`src/rtl/sdram_init_param_pkg.sv`:
```
// Shared SDR SDRAM definitions: command encodings, mode-register layout and burst codes.
// The mode_word helper is reused wherever the mode register is (re)programmed.
package sdram_init_param_pkg;

    // {CS_n, RAS_n, CAS_n, WE_n}
    typedef enum logic [3:0] {
        CmdLoadMode  = 4'b0000,
        CmdAref      = 4'b0001,
        CmdPrecharge = 4'b0010,
        CmdActive    = 4'b0011,
        CmdWrite     = 4'b0100,
        CmdRead      = 4'b0101,
        CmdBurstStop = 4'b0110,
        CmdNop       = 4'b0111
    } sdram_cmd_e;

    localparam int unsigned A10_BIT = 10;
    localparam int unsigned BL_LSB  = 0;
    localparam int unsigned BT_BIT  = 3;
    localparam int unsigned CL_LSB  = 4;
    localparam int unsigned WB_BIT  = 9;

    localparam logic [2:0] BL_1    = 3'b000;
    localparam logic [2:0] BL_2    = 3'b001;
    localparam logic [2:0] BL_4    = 3'b010;
    localparam logic [2:0] BL_8    = 3'b011;
    localparam logic [2:0] BL_FULL = 3'b111;

    function automatic logic [9:0] mode_word(input logic [2:0] cl, input logic [2:0] bl,
                                             input logic bt, input logic wb);
        logic [9:0] w_mw;
        w_mw                 = '0;
        w_mw[BL_LSB +: 3]    = bl;
        w_mw[BT_BIT]         = bt;
        w_mw[CL_LSB +: 3]    = cl;
        w_mw[WB_BIT]         = wb;
        return w_mw;
    endfunction

endpackage

```
`src/rtl/sdram_init_param_if.sv`:
```
// Init-sequencer command bus: the sequencer is master, the command mux/arbiter is slave.
interface sdram_init_param_if #(
    parameter int unsigned ADDR_W = 13,
    parameter int unsigned BANK_W = 2
);
    logic              init_req;
    logic [3:0]        init_cmd;
    logic [BANK_W-1:0] init_bank;
    logic [ADDR_W-1:0] init_addr;
    logic              init_end;
    logic              init_busy;

    modport master (
        input  init_req,
        output init_cmd, init_bank, init_addr, init_end, init_busy
    );

    modport slave (
        output init_req,
        input  init_cmd, init_bank, init_addr, init_end, init_busy
    );
endinterface

```
`src/rtl/sdram_init_param.sv`:
```
// Parametrised SDR SDRAM power-up sequencer: NOP wait, PRECHARGE ALL, N x AUTO REFRESH,
// LOAD MODE, with a re-init request that skips the power wait.
module sdram_init_param
    import sdram_init_param_pkg::*;
#(
    parameter int unsigned ADDR_W      = 13,
    parameter int unsigned BANK_W      = 2,
    parameter int unsigned T_POWER     = 20000,
    parameter int unsigned T_RP        = 2,
    parameter int unsigned T_RFC       = 7,
    parameter int unsigned T_MRD       = 3,
    parameter int unsigned AREF_NUM    = 8,
    parameter int unsigned CAS_LAT     = 3,
    parameter logic [2:0]  BURST_LEN   = BL_FULL,
    parameter int unsigned BURST_TYPE  = 0,
    parameter int unsigned WRITE_BURST = 0
) (
    input  logic                i_clk,
    input  logic                i_rstn,
    sdram_init_param_if.master  init_if
);

    localparam int unsigned T_MAX01 = (T_POWER > T_RP) ? T_POWER : T_RP;
    localparam int unsigned T_MAX23 = (T_RFC > T_MRD) ? T_RFC : T_MRD;
    localparam int unsigned T_MAX   = (T_MAX01 > T_MAX23) ? T_MAX01 : T_MAX23;
    localparam int unsigned CNT_W   = $clog2(T_MAX + 1);
    localparam int unsigned REF_W   = $clog2(AREF_NUM + 1);

    typedef enum logic [2:0] {
        StWaitPower, StPrecharge, StWaitTrp, StAref,
        StWaitTrfc, StLoadMode, StWaitTmrd, StDone
    } state_e;

    state_e            r_state, w_state_d;
    logic [CNT_W-1:0]  r_cnt, w_cnt_d;
    logic [REF_W-1:0]  r_aref, w_aref_d, w_aref_inc;
    logic              r_armed, w_armed_d;
    logic [3:0]        r_cmd, w_cmd;
    logic [ADDR_W-1:0] r_addr, w_addr;
    logic              r_end, w_end;
    logic [CNT_W:0]    w_elapsed;

    // r_cnt holds cycles elapsed since the last command; power wait counts from reset release
    assign w_elapsed  = {1'b0, r_cnt} + (CNT_W + 1)'(1);
    assign w_aref_inc = r_aref + REF_W'(1);

    always_comb begin
        w_state_d = r_state;
        w_cnt_d   = r_cnt;
        w_aref_d  = r_aref;
        w_armed_d = r_armed | ~init_if.init_req;
        unique case (r_state)
            StWaitPower: begin
                if (r_cnt == CNT_W'(T_POWER)) begin
                    w_state_d = StPrecharge;
                    w_aref_d  = '0;
                end else begin
                    w_cnt_d = r_cnt + CNT_W'(1);
                end
            end
            StPrecharge: begin
                w_cnt_d   = CNT_W'(1);
                w_state_d = (T_RP == 1) ? StAref : StWaitTrp;
            end
            StWaitTrp: begin
                w_cnt_d = w_elapsed[CNT_W-1:0];
                if (w_elapsed == (CNT_W + 1)'(T_RP)) w_state_d = StAref;
            end
            StAref: begin
                w_aref_d = w_aref_inc;
                w_cnt_d  = CNT_W'(1);
                if (T_RFC != 1) w_state_d = StWaitTrfc;
                else w_state_d = (w_aref_inc < REF_W'(AREF_NUM)) ? StAref : StLoadMode;
            end
            StWaitTrfc: begin
                w_cnt_d = w_elapsed[CNT_W-1:0];
                if (w_elapsed == (CNT_W + 1)'(T_RFC)) begin
                    w_state_d = (r_aref < REF_W'(AREF_NUM)) ? StAref : StLoadMode;
                end
            end
            StLoadMode: begin
                w_cnt_d   = CNT_W'(1);
                w_state_d = (T_MRD == 1) ? StDone : StWaitTmrd;
            end
            StWaitTmrd: begin
                w_cnt_d = w_elapsed[CNT_W-1:0];
                if (w_elapsed == (CNT_W + 1)'(T_MRD)) w_state_d = StDone;
            end
            StDone: begin
                // A held request fires once, then needs to be seen low before re-arming
                if (init_if.init_req && r_armed) begin
                    w_state_d = StPrecharge;
                    w_armed_d = 1'b0;
                    w_aref_d  = '0;
                end
            end
            default: w_state_d = StWaitPower;
        endcase
    end

    always_comb begin
        w_cmd  = CmdNop;
        w_addr = '0;
        w_end  = 1'b0;
        case (w_state_d)
            StPrecharge: begin
                w_cmd           = CmdPrecharge;
                w_addr[A10_BIT] = 1'b1;
            end
            StAref:     w_cmd = CmdAref;
            StLoadMode: begin
                w_cmd  = CmdLoadMode;
                w_addr = ADDR_W'(mode_word(3'(CAS_LAT), BURST_LEN, 1'(BURST_TYPE),
                                           1'(WRITE_BURST)));
            end
            StDone:     w_end = 1'b1;
            default:    w_cmd = CmdNop;
        endcase
    end

    always_ff @(posedge i_clk or negedge i_rstn) begin
        if (!i_rstn) begin
            r_state <= StWaitPower;
            r_cnt   <= '0;
            r_aref  <= '0;
            r_armed <= 1'b1;
            r_cmd   <= CmdNop;
            r_addr  <= '0;
            r_end   <= 1'b0;
        end else begin
            r_state <= w_state_d;
            r_cnt   <= w_cnt_d;
            r_aref  <= w_aref_d;
            r_armed <= w_armed_d;
            r_cmd   <= w_cmd;
            r_addr  <= w_addr;
            r_end   <= w_end;
        end
    end

    assign init_if.init_cmd  = r_cmd;
    assign init_if.init_bank = '0;
    assign init_if.init_addr = r_addr;
    assign init_if.init_end  = r_end;
    assign init_if.init_busy = ~r_end;

endmodule

```
`src/flat_wrapper.sv`:
```
// flat-port wrapper written by rule: the top's interface ports become plain ports
module sdram_init_param_flat import sdram_init_param_pkg::*;
#(
    parameter int unsigned ADDR_W      = 13,
    parameter int unsigned BANK_W      = 2,
    parameter int unsigned T_POWER     = 20000,
    parameter int unsigned T_RP        = 2,
    parameter int unsigned T_RFC       = 7,
    parameter int unsigned T_MRD       = 3,
    parameter int unsigned AREF_NUM    = 8,
    parameter int unsigned CAS_LAT     = 3,
    parameter logic [2:0]  BURST_LEN   = BL_FULL,
    parameter int unsigned BURST_TYPE  = 0,
    parameter int unsigned WRITE_BURST = 0
)
  (i_clk, i_rstn, init_if_init_req, init_if_init_cmd, init_if_init_bank, init_if_init_addr, init_if_init_end, init_if_init_busy);
  sdram_init_param_if #(.ADDR_W(ADDR_W), .BANK_W(BANK_W)) init_if_i ();
  input  logic i_clk;
  input  logic i_rstn;
  input wire logic [$bits(init_if_i.init_req)-1:0] init_if_init_req;
  output wire logic [$bits(init_if_i.init_cmd)-1:0] init_if_init_cmd;
  output wire logic [$bits(init_if_i.init_bank)-1:0] init_if_init_bank;
  output wire logic [$bits(init_if_i.init_addr)-1:0] init_if_init_addr;
  output wire logic [$bits(init_if_i.init_end)-1:0] init_if_init_end;
  output wire logic [$bits(init_if_i.init_busy)-1:0] init_if_init_busy;
  assign init_if_i.init_req = init_if_init_req;
  assign init_if_init_cmd = init_if_i.init_cmd;
  assign init_if_init_bank = init_if_i.init_bank;
  assign init_if_init_addr = init_if_i.init_addr;
  assign init_if_init_end = init_if_i.init_end;
  assign init_if_init_busy = init_if_i.init_busy;
  sdram_init_param #(.ADDR_W(ADDR_W), .BANK_W(BANK_W), .T_POWER(T_POWER), .T_RP(T_RP), .T_RFC(T_RFC), .T_MRD(T_MRD), .AREF_NUM(AREF_NUM), .CAS_LAT(CAS_LAT), .BURST_LEN(BURST_LEN), .BURST_TYPE(BURST_TYPE), .WRITE_BURST(WRITE_BURST)) u_core (.i_clk(i_clk), .i_rstn(i_rstn), .init_if(init_if_i));
endmodule
```
`config.mk`:
```
export PLATFORM = sky130hd
export DESIGN_NAME = sdram_init_param_flat
export DESIGN_NICKNAME = d
export VERILOG_FILES = /design/src/rtl/sdram_init_param_pkg.sv /design/src/rtl/sdram_init_param_if.sv /design/src/rtl/sdram_init_param.sv /design/src/flat_wrapper.sv
export SDC_FILE = /design/constraint.sdc
export NUM_CORES = 1
export LEC_CHECK = 0
export ABC_AREA = 1
export BUFFER_PORTS_ARGS = -buffer_cell sky130_fd_sc_hd__buf_4
export CORE_MARGIN = 2
export CORE_UTILIZATION = 45
export DETAILED_ROUTE_END_ITERATION = 6
export GPL_ROUTABILITY_DRIVEN = 0
export PLACE_DENSITY = 0.68
export SYNTH_ARGS = -nofsm -noshare
export SYNTH_HDL_FRONTEND = slang
export SYNTH_SLANG_ARGS = --single-unit
```
`constraint.sdc`:
```
create_clock -name i_clk -period 2.35 [get_ports i_clk]
set_clock_uncertainty 0.1 [all_clocks]
set_input_delay 0.1175 -clock i_clk [delete_from_list [all_inputs] [get_ports i_clk]]
set_output_delay 0.1175 -clock i_clk [all_outputs]
set_load 0.005 [all_outputs]
```
# Yosys cells after proc, flatten, opt, wreduce, memory -nomap -nowiden
# Index checks and enable logic that the tools add are counted.
dict set report classes {
  n_addsub 3
  n_lt_le_gt_ge 1
  eq_ne 18
  n_mux 18
  bitwise_logic 3
  n_reduce_logical 8
}
# cell n
set op_table {}
lappend op_table {{case mux 15 bit (3 select lines)} 1}
lappend op_table {{equality test 16 x 2 -> 1 bit, second input constant} 2}
lappend op_table {{case mux 3 bit (8 select lines)} 1}
lappend op_table {{equality test 3 bit, second input constant} 6}
lappend op_table {{2-to-1 mux 3 bit} 6}
lappend op_table {{adder 15 x 1 -> 16 bit, second input constant} 1}
lappend op_table {{equality test 16 x 3 -> 1 bit, second input constant} 1}
lappend op_table {{adder 15 x 1 -> 15 bit, second input constant} 1}
lappend op_table {{equality test 15 bit, second input constant} 1}
lappend op_table {{2-to-1 mux 15 bit} 1}
lappend op_table {{case mux 4 bit (3 select lines)} 1}
lappend op_table {{equality test 3 x 2 -> 1 bit, second input constant} 3}
lappend op_table {{case mux 3 bit (3 select lines)} 1}
lappend op_table {{2-to-1 mux 4 bit} 2}
lappend op_table {{equality test 3 x 1 -> 1 bit, second input constant} 2}
lappend op_table {{2-to-1 mux 6 bit} 1}
lappend op_table {{nonzero test 3 bit} 2}
lappend op_table {{OR reduction 3 bit} 2}
lappend op_table {{adder 4 x 1 -> 4 bit, second input constant} 1}
lappend op_table {{less-than comparator 4 bit, second input constant} 1}
lappend op_table {{2-to-1 mux 1 bit} 4}
lappend op_table {{!= test 2 x 1 -> 1 bit, second input constant} 2}
lappend op_table {{zero test 3 bit} 1}
lappend op_table {{AND reduction 3 bit} 1}
lappend op_table {{5 further kinds} 6}
dict set report word_totals {
  regBits 38
  output_inout_bits 21
  word_cells 58
}

# Logic depth before layout (Yosys ltp)
# Gate-level depths: netlist of the first run.
dict set report logic_depth {
  word_depth 6
  mapped_depth 17
  mapped_depth_nobuf 17
}

# Worst setup path before layout of the first run
# Ideal clock, no wire load.
dict set report synth_timing {
  kind {reg2reg}
  from {register u_core.r_cnt[0]}
  to {register u_core.r_cmd[1], in the netlist u_core.init_if.init_cmd[1]}
  setup_time_ns 0.079
  arrival_time_ns 1.908
  required_ns 2.171
  slack_ns 0.263
  path_stages_with_launch 13
  n_path_buf 0
  period_less_slack_ns 2.087
  path_cell_list {dfrtp_1 ha_1 nand2_1 nor2_4 nand2_1 nand2_1 nand3_1 nor3_2 nand3_2 o21ai_2 nand3_2 a21oi_2 nand2_1}
}
dict set report synth_between {
  elab_chain_cells 6
  elab_cells_between_ends 14
  cone_classes {add/sub (1); eq/ne (7); mux (6)}
}
# element line_no
set synth_rtl {}
lappend synth_rtl {{start: declaration} sdram_init_param.sv:35} ;# logic [CNT_W-1:0] r_cnt, w_cnt_d;
lappend synth_rtl {{start signal: assignment} sdram_init_param.sv:132} ;# r_cnt <= w_cnt_d;
lappend synth_rtl {{adder 15 x 1 -> 16 bit} sdram_init_param.sv:44} ;# assign w_elapsed = {1'b0, r_cnt} + (CNT_W + 1)'(1);
lappend synth_rtl {{equality test 16 x 2 -> 1 bit (tied with other cells)} sdram_init_param.sv:87} ;# if (w_elapsed == (CNT_W + 1)'(T_MRD)) w_state_d = StDone;
lappend synth_rtl {{2-to-1 mux 3 bit (on tied branches)} {sdram_init_param.sv:87, sdram_init_param.sv:67, sdram_init_param.sv:77}}
lappend synth_rtl {{case mux 3 bit (8 select lines) *} sdram_init_param.sv:52} ;# unique case (r_state)
lappend synth_rtl {{via u_core.w_state_d[2]} sdram_init_param.sv:34} ;# state_e r_state, w_state_d;
lappend synth_rtl {{equality test 3 bit (tied with other cells)} sdram_init_param.sv:105} ;# case (w_state_d)
lappend synth_rtl {{case mux 3 bit (3 select lines) *} sdram_init_param.sv:105}
lappend synth_rtl {{via u_core.w_cmd[1]} sdram_init_param.sv:38} ;# logic [3:0] r_cmd, w_cmd;
lappend synth_rtl {{end signal: assignment} sdram_init_param.sv:127} ;# r_cmd <= CmdNop;
lappend synth_rtl {{end signal: assignment} sdram_init_param.sv:135} ;# r_cmd <= w_cmd;
lappend synth_rtl {{end: declaration} sdram_init_param.sv:38}
# Mark *: on every way through the listed nets, which the timed path passes. The rest lies on a longest branch.
# A chain may end at the register's enable or synchronous reset.

# Worst setup path after layout of the first run
dict set report layout_timing {
  from {register u_core.r_cnt[1]}
  to {register u_core.r_cmd[1], in the netlist u_core.init_if.init_cmd[1]}
}
# The elaborated chain is that of the path after synthesis.

==> impl_metrics.ini, run 1 <==
[detailed_routing]
drtAntennaViolNets = 0
drc = 0
num_vias = 1770
via_per_inst = 5.19
drt_iter0_drc = 186
drt-total-wl_mm = 4.44
wl_per_cell_um = 13.0
first_pass_iters = 5

[clock_network]
clkSinkCount = 29
clk_latency_ps = 290
clockBufferDepth = 2
cts_tree = yes
cts_buffers = 5
cts_root_buf = clkbuf_8
clk_pin_slew_ps = 70
htreeDepth = 2

[sta]
maxSlewViolCount = 0
fin_crit_ps = 2190
hold_violations = 0
min_period_over_period_pct = 93.3
setup_viol = 0
clock.fmax_ghz = 0.456
holdWs_ps = 194
postLayoutSetupSlackWorst_ps = 158

[synthesis]
ys_async_sr_fraction_pct = 100
synth_edf_count = 0
synth_top_area_share_pct = 31.8
ys_warn_count = 0
synth_seq_cells = 29
synth_ff_type = dfrtp_1
synth_area_leaders = dfrtp_1, nand2_1, inv_1, buf_4, dfstp_2
yosys.area.top_type = dfrtp_1
syn_area_per_cell_um2 = 7.34
syn_area_mm2 = 0.00197
ys_types = 29
syn-instance-count = 268
ys_top_cells_by_count = nand2_1, inv_1, nor2_1
yosysSeqAreaShare_pct = 37.2
synth.most_common_cell = nand2_1

[worst_setup_path]
path_depth = 13
crit_type = flip-flop to flip-flop
cp.required_ps = 2470
crit_family = simple AND/OR/NAND/NOR gates
max_stage_delay_ps = 410
crit_path_start_kind = flip-flop
crit_arrival_ps = 2310
endpoint_kind = flip-flop
crit_buf_inv = 1
path_common_cell = nand2_1
r2r_cells = 13
worst_path_max_delay_cell = dfrtp_1
critPathMaxFanout = 6
crit_path_cell_trace = ha_4 > nand2_1 > nor2_4 > buf_4 > nand4_1 > nand2_1 > nand3_1 > nor2_2 > nand3_2 > o21ai_2 > nand3_2 > a21oi_2 > nand2_1

[floorplan]
die_h_um = 70.1
num_rows = 24
core_area_mm2 = 0.00429
die_w_um = 70.1
start_util_pct = 45.8
io_pins = 24
die-area_mm2 = 0.00492

[global_route]
grt-busiest-layer = met2
grt_pass1_vias = 1631
met3_usage_pct = 4.47
use_met2_pct = 29.6
antenna_found_initial = 0
met1_usage_pct = 28.3
grt_pass1_wl_mm = 7.69
gr-total-overflow = 0
grt_use_total_pct = 19.9
grt_max_degree = 30

[finish]
syn2layout_area_growth_pct = 15.3
nets = 296
n_antenna_cell = 0
drive_gt1_share_pct = 20.1
finalNonFillerCells = 341
utilization_pct = 52.8

[power_and_ir_drop]
sw_frac_of_total_pct = 39.0
fin_total_pwr_mw = 2.33
p_clk_share_pct = 26.6
seqPwrFrac_pct = 32.2
power_leakage_nw = 1.06
ir_drop_v = 0.000481
power_density_mw_per_mm2 = 1030
combinationalPowerShare_pct = 41.1
p_int_mw = 1.42
p_switching_uw = 911

[placement]
placed_cells = 330
hpwl_mm = 3.26
place_ws_ps = 162
io_buffers = 13

[worst_hold_path]
hp-class = input pin to asynchronous set/reset pin

[run]
maxCapViolations = 0

[status]
status = finished clean
## area by class of cell
class                      count  area [um^2]
fill                         414         2030
multi-input combinational    195         1040
sequential                    29          731
timing repair buffer          21          163
inverter                      36          135
clock buffer                   5         68.8
clock inverter                 3         65.1
tap                           52         65.1
## routing by layer
| metal | vias to the layer above | wire, um |
|---|---|---|
| met5 | - | 0 |
| met4 | 0 | 78 |
| met3 | 8 | 341 |
| met2 | 73 | 2020 |
| met1 | 802 | 2000 |
| li1 | 887 | - |
## power by group through the flow
stage,clock network [mW],logic [mW],registers (mW)
finish,0.622,0.959,0.753
global route,0.663,1.09,0.773
CTS,0.633,0.936,0.738
detailed placement,0,0.932,0.745
global placement,0,0.916,0.745
floorplan,0,0.694,0.736
## final timing paths
| path | start | endpoint | slack, ps |
|---|---|---|---|
| worst max-delay path | u_core.r_cnt[1] | u_core.init_if.init_cmd[1] | 160 |
| max in group asynchronous | i_rstn | u_core.init_if.init_cmd[1] | 1640 |
| worst min register to register | u_core.r_armed | u_core.r_armed | 370 |
| worst max register to register | u_core.r_cnt[1] | u_core.init_if.init_cmd[1] | 160 |
| min in group i_clk | u_core.r_armed | u_core.r_armed | 370 |
| worst min-delay path | i_rstn | u_core.r_cnt[11] | 190 |
## cells by family after synthesis
| logic type | synth area share, % |
|---|---|
| and+or+nand+nor | 35.8 |
| buffers and inverters | 13.0 |
| other | 0.191 |
| adders and majority gates | 3.18 |
| DFF | 37.2 |
| xor gates and xnor gates | 1.78 |
| AOI/OAI and AO/OA | 8.91 |
## state kept, by name, indices dropped and copies added, names as in the netlist
name,count
u_core.r_state,3
u_core.init_if.init_cmd,3
u_core.init_if.init_end,1
u_core.r_aref,4
u_core.r_cnt,15
u_core.r_armed,1
u_core.init_if.init_addr,2
## cells in the final DEF, fill, tap and decap left out, types with 3 or more instances in the layout
| cell type | netlist | final |
|---|---|---|
| dfrtp_1 | 25 | 25 |
| o22ai_1 | 10 | 10 |
| nor2_2 | 4 | 5 |
| nand2_1 | 67 | 67 |
| ha_1 | 5 | 4 |
| nand4_1 | 11 | 11 |
| nand3_2 | 5 | 6 |
| dfstp_2 | 4 | 4 |
| nor2_1 | 26 | 25 |
| nand3_1 | 20 | 19 |
| nor3_1 | 3 | 3 |
| nor2_4 | 4 | 4 |
| nand2_2 | 4 | 4 |
| conb_1 | 1 | 10 |
| buf_4 | 15 | 19 |
| inv_1 | 33 | 33 |
| a21oi_1 | 3 | 3 |
| o21ai_0 | 11 | 11 |
| clkbuf_8 | 0 | 5 |
## per-stage QoR
stage          TNS (ps)  cell area, um^2
3_5_place_dp          0             2080
5_1_grt           -36.8             2270
4_1_cts               0             2230
3_3_place_gp          0             2080
6_report              0             2270
2_1_floorplan         0             2000
## what timing repair did
action | CTS | global route
setup endpoints to repair | 0 | 4
endpoints found under the hold margin | 30 | 0
gates resized for setup | 0 | 5
buffers inserted | 0 | 1
hold buffers | 2 | 0
No activity file was read; power rests on OpenSTA's default activity.
==> run 2: changes to the inputs <==
--- a/config.mk
+++ b/config.mk
@@ -5,13 +5,13 @@
 export SDC_FILE = /design/constraint.sdc
 export NUM_CORES = 1
 export LEC_CHECK = 0
-export ABC_AREA = 1
+export ABC_AREA = 0
 export BUFFER_PORTS_ARGS = -buffer_cell sky130_fd_sc_hd__buf_4
 export CORE_MARGIN = 2
 export CORE_UTILIZATION = 45
 export DETAILED_ROUTE_END_ITERATION = 6
 export GPL_ROUTABILITY_DRIVEN = 0
-export PLACE_DENSITY = 0.68
+export PLACE_DENSITY = 0.69
 export SYNTH_ARGS = -nofsm -noshare
 export SYNTH_HDL_FRONTEND = slang
 export SYNTH_SLANG_ARGS = --single-unit
==> impl_metrics.ini, run 2 <==
[worst_setup_path]
cp.required_ps = 2430
critPathMaxFanout = 4
max_stage_delay_ps = 550
crit_family = simple AND/OR/NAND/NOR gates
worst_path_max_delay_cell = or4b_4
crit_arrival_ps = 2470
crit_buf_inv = 0
crit_path_cell_trace = or4b_4 > a21oi_2 > o311ai_1 > or4_4 > o31a_1 > and3b_1
crit_path_start_kind = flip-flop
crit_type = flip-flop to flip-flop
endpoint_kind = flip-flop

[global_route]
antenna_found_initial = 0
grt_use_total_pct = 19.9
grt_pass1_vias = 1530
grt_pass1_wl_mm = 6.91
grt_max_degree = 30
gr-total-overflow = 0

[sta]
clock.fmax_ghz = 0.417
fin_crit_ps = 2400
grt_setup_unrepaired = yes
hold_violations = 0
min_period_over_period_pct = 102
relSlewSlack_pct = 56.5
maxSlewViolCount = 0
setup_viol = 2
worst_slew_pin_slew_ps = 646
tns_ps = -62.5
postLayoutSetupSlackWorst_ps = -48.2

[clock_network]
cts_tree = yes
clockBufferDepth = 2
clk_latency_ps = 290
cts_buffers = 5
clkSinkCount = 29
clk_pin_slew_ps = 70
cts_root_buf = clkbuf_8
htreeDepth = 2

[synthesis]
synth_top_area_share_pct = 33.0
synth_top_family_by_area = simple AND/OR/NAND/NOR gates
ys_warn_count = 0
synth_edf_count = 0
syn-instance-count = 209
ys_top_cells_by_count = dfrtp_1, nand2_1, o21ai_0
synth_area_leaders = dfrtp_1, buf_4, dfstp_2, o21ai_0, nand2_1
yosysSeqAreaShare_pct = 38.5
muxShareOfSynthArea_pct = 1.19
yosys.area.top_type = dfrtp_1
synth_seq_cells = 29
synth_fa_ha_area_share_pct = 3.30
syn_area_mm2 = 0.00190
synth-xor-area-share_pct = 4.16
syn_area_per_cell_um2 = 9.07
synth.most_common_cell = dfrtp_1
synth-compound-area-share_pct = 20.7
synthSimpleGateAreaFrac_pct = 21.1
ys_types = 53
synth_ff_type = dfrtp_1
ys_async_sr_fraction_pct = 100

[power_and_ir_drop]
power_density_mw_per_mm2 = 391
ir_drop_v = 0.000320
fin_total_pwr_uw = 922
power_leakage_nw = 1.06

[placement]
place_ws_ps = -2.22
io_buffers = 13
placed_area_mm2 = 0.00220
hpwl_mm = 2.98
placed_cells = 284

[floorplan]
die-area_mm2 = 0.00475
num_rows = 23
die_h_um = 68.9
io_pins = 24
start_util_pct = 47.0
core_area_mm2 = 0.00403
die_w_um = 68.9

[finish]
top_register = u_core.r_cnt
nets = 255
reg_top3 = u_core.r_cnt (15), u_core.r_aref (4)
syn2layout_area_growth_pct = 24.3
final_area_mm2 = 0.00236
final_common_cell = buf_4
finalNonFillerCells = 298
fillers = 367
drive_gt1_share_pct = 34.3
n_antenna_cell = 0
largest_reg_flops = 15
layout_common_cells = buf_4, dfrtp_1, nand2_1

[status]
violations = setup timing
status = finished with violations

[run]
maxCapViolations = 0

[detailed_routing]
drtAntennaViolNets = 0
via_per_inst = 5.45
drt-total-wl_mm = 4.18
first_pass_iters = 4
wl_per_cell_um = 14.0
num_vias = 1624
drt_iter0_drc = 39
drc = 0

[worst_hold_path]
hp-class = input pin to asynchronous set/reset pin
[run 2: through the flow]
| stage | utilization, % | hold slack (ps) |
|---|---|---|
| 6_report | 58.5 | 187 |
| 5_1_grt | 58.5 | 228 |
| 4_1_cts | 57.3 | 194 |
| 3_5_place_dp | 54.5 | -36.3 |
| 3_3_place_gp | 54.5 | -37.3 |
| 2_1_floorplan | - | -278 |
[run 2: kinds of logic (layout without fill, tap and decap cells)]
logic type	Yosys count	in the layout
compound gates	56	56
xor+xnor	9	9
fa+ha+maj	5	5
buf+inv	32	62
flops	29	29
mux	2	2
other cells	1	10
simple gates	75	75
[run 2: final timing paths]
path	start	endpoint	slack, ps	cells after the start
worst max-delay path	u_core.r_cnt[6]	u_core.init_if.init_addr[5]	-50	6
worst min-delay path	i_rstn	u_core.r_cnt[4]	190	2
min in group i_clk	u_core.r_armed	u_core.r_armed	380	2
worst min register to register	u_core.r_armed	u_core.r_armed	380	2
max in group asynchronous	i_rstn	u_core.init_if.init_cmd[1]	1640	2
worst max register to register	u_core.r_cnt[6]	u_core.init_if.init_addr[5]	-50	6
[run 2: power breakdown]
part / internal (mW) / leakage, nW / switching (mW) / total [mW]
clock network: 0.204 / 0.0439 / 0.199 / 0.403
logic: 0.00457 / 0.654 / 0.0149 / 0.0194
registers: 0.500 / 0.359 / 0 / 0.500
[run 2: cell type report]
type                            instances  area, um^2  area share [%]
Multi-Input combinational cell        157        1070            45.4
Timing Repair Buffer                   50         390            16.6
Inverter                                4        15.0           0.637
Sequential cell                        29         733            31.1
Clock inverter                          3        17.5           0.743
Clock buffer                            5        68.8            2.92
Tap cell                               50        62.6            2.66
[run 2: what timing repair did]
action | 4_1_cts | 5_1_grt
gates resized for setup | 1 | 9
setup endpoints to repair | 4 | 16
setup buffers | 0 | 3
endpoints found under the hold margin | 30 | 0
hold buffers | 2 | 0
pin swaps | 1 | 3
cloned | 0 | 1
[run 2: per-layer routing]
layer	GRT usage [%]	wire (um)
met4	5.39	42
met3	5.36	185
met5	0	0
met2	31.7	1940
met1	26.8	2010
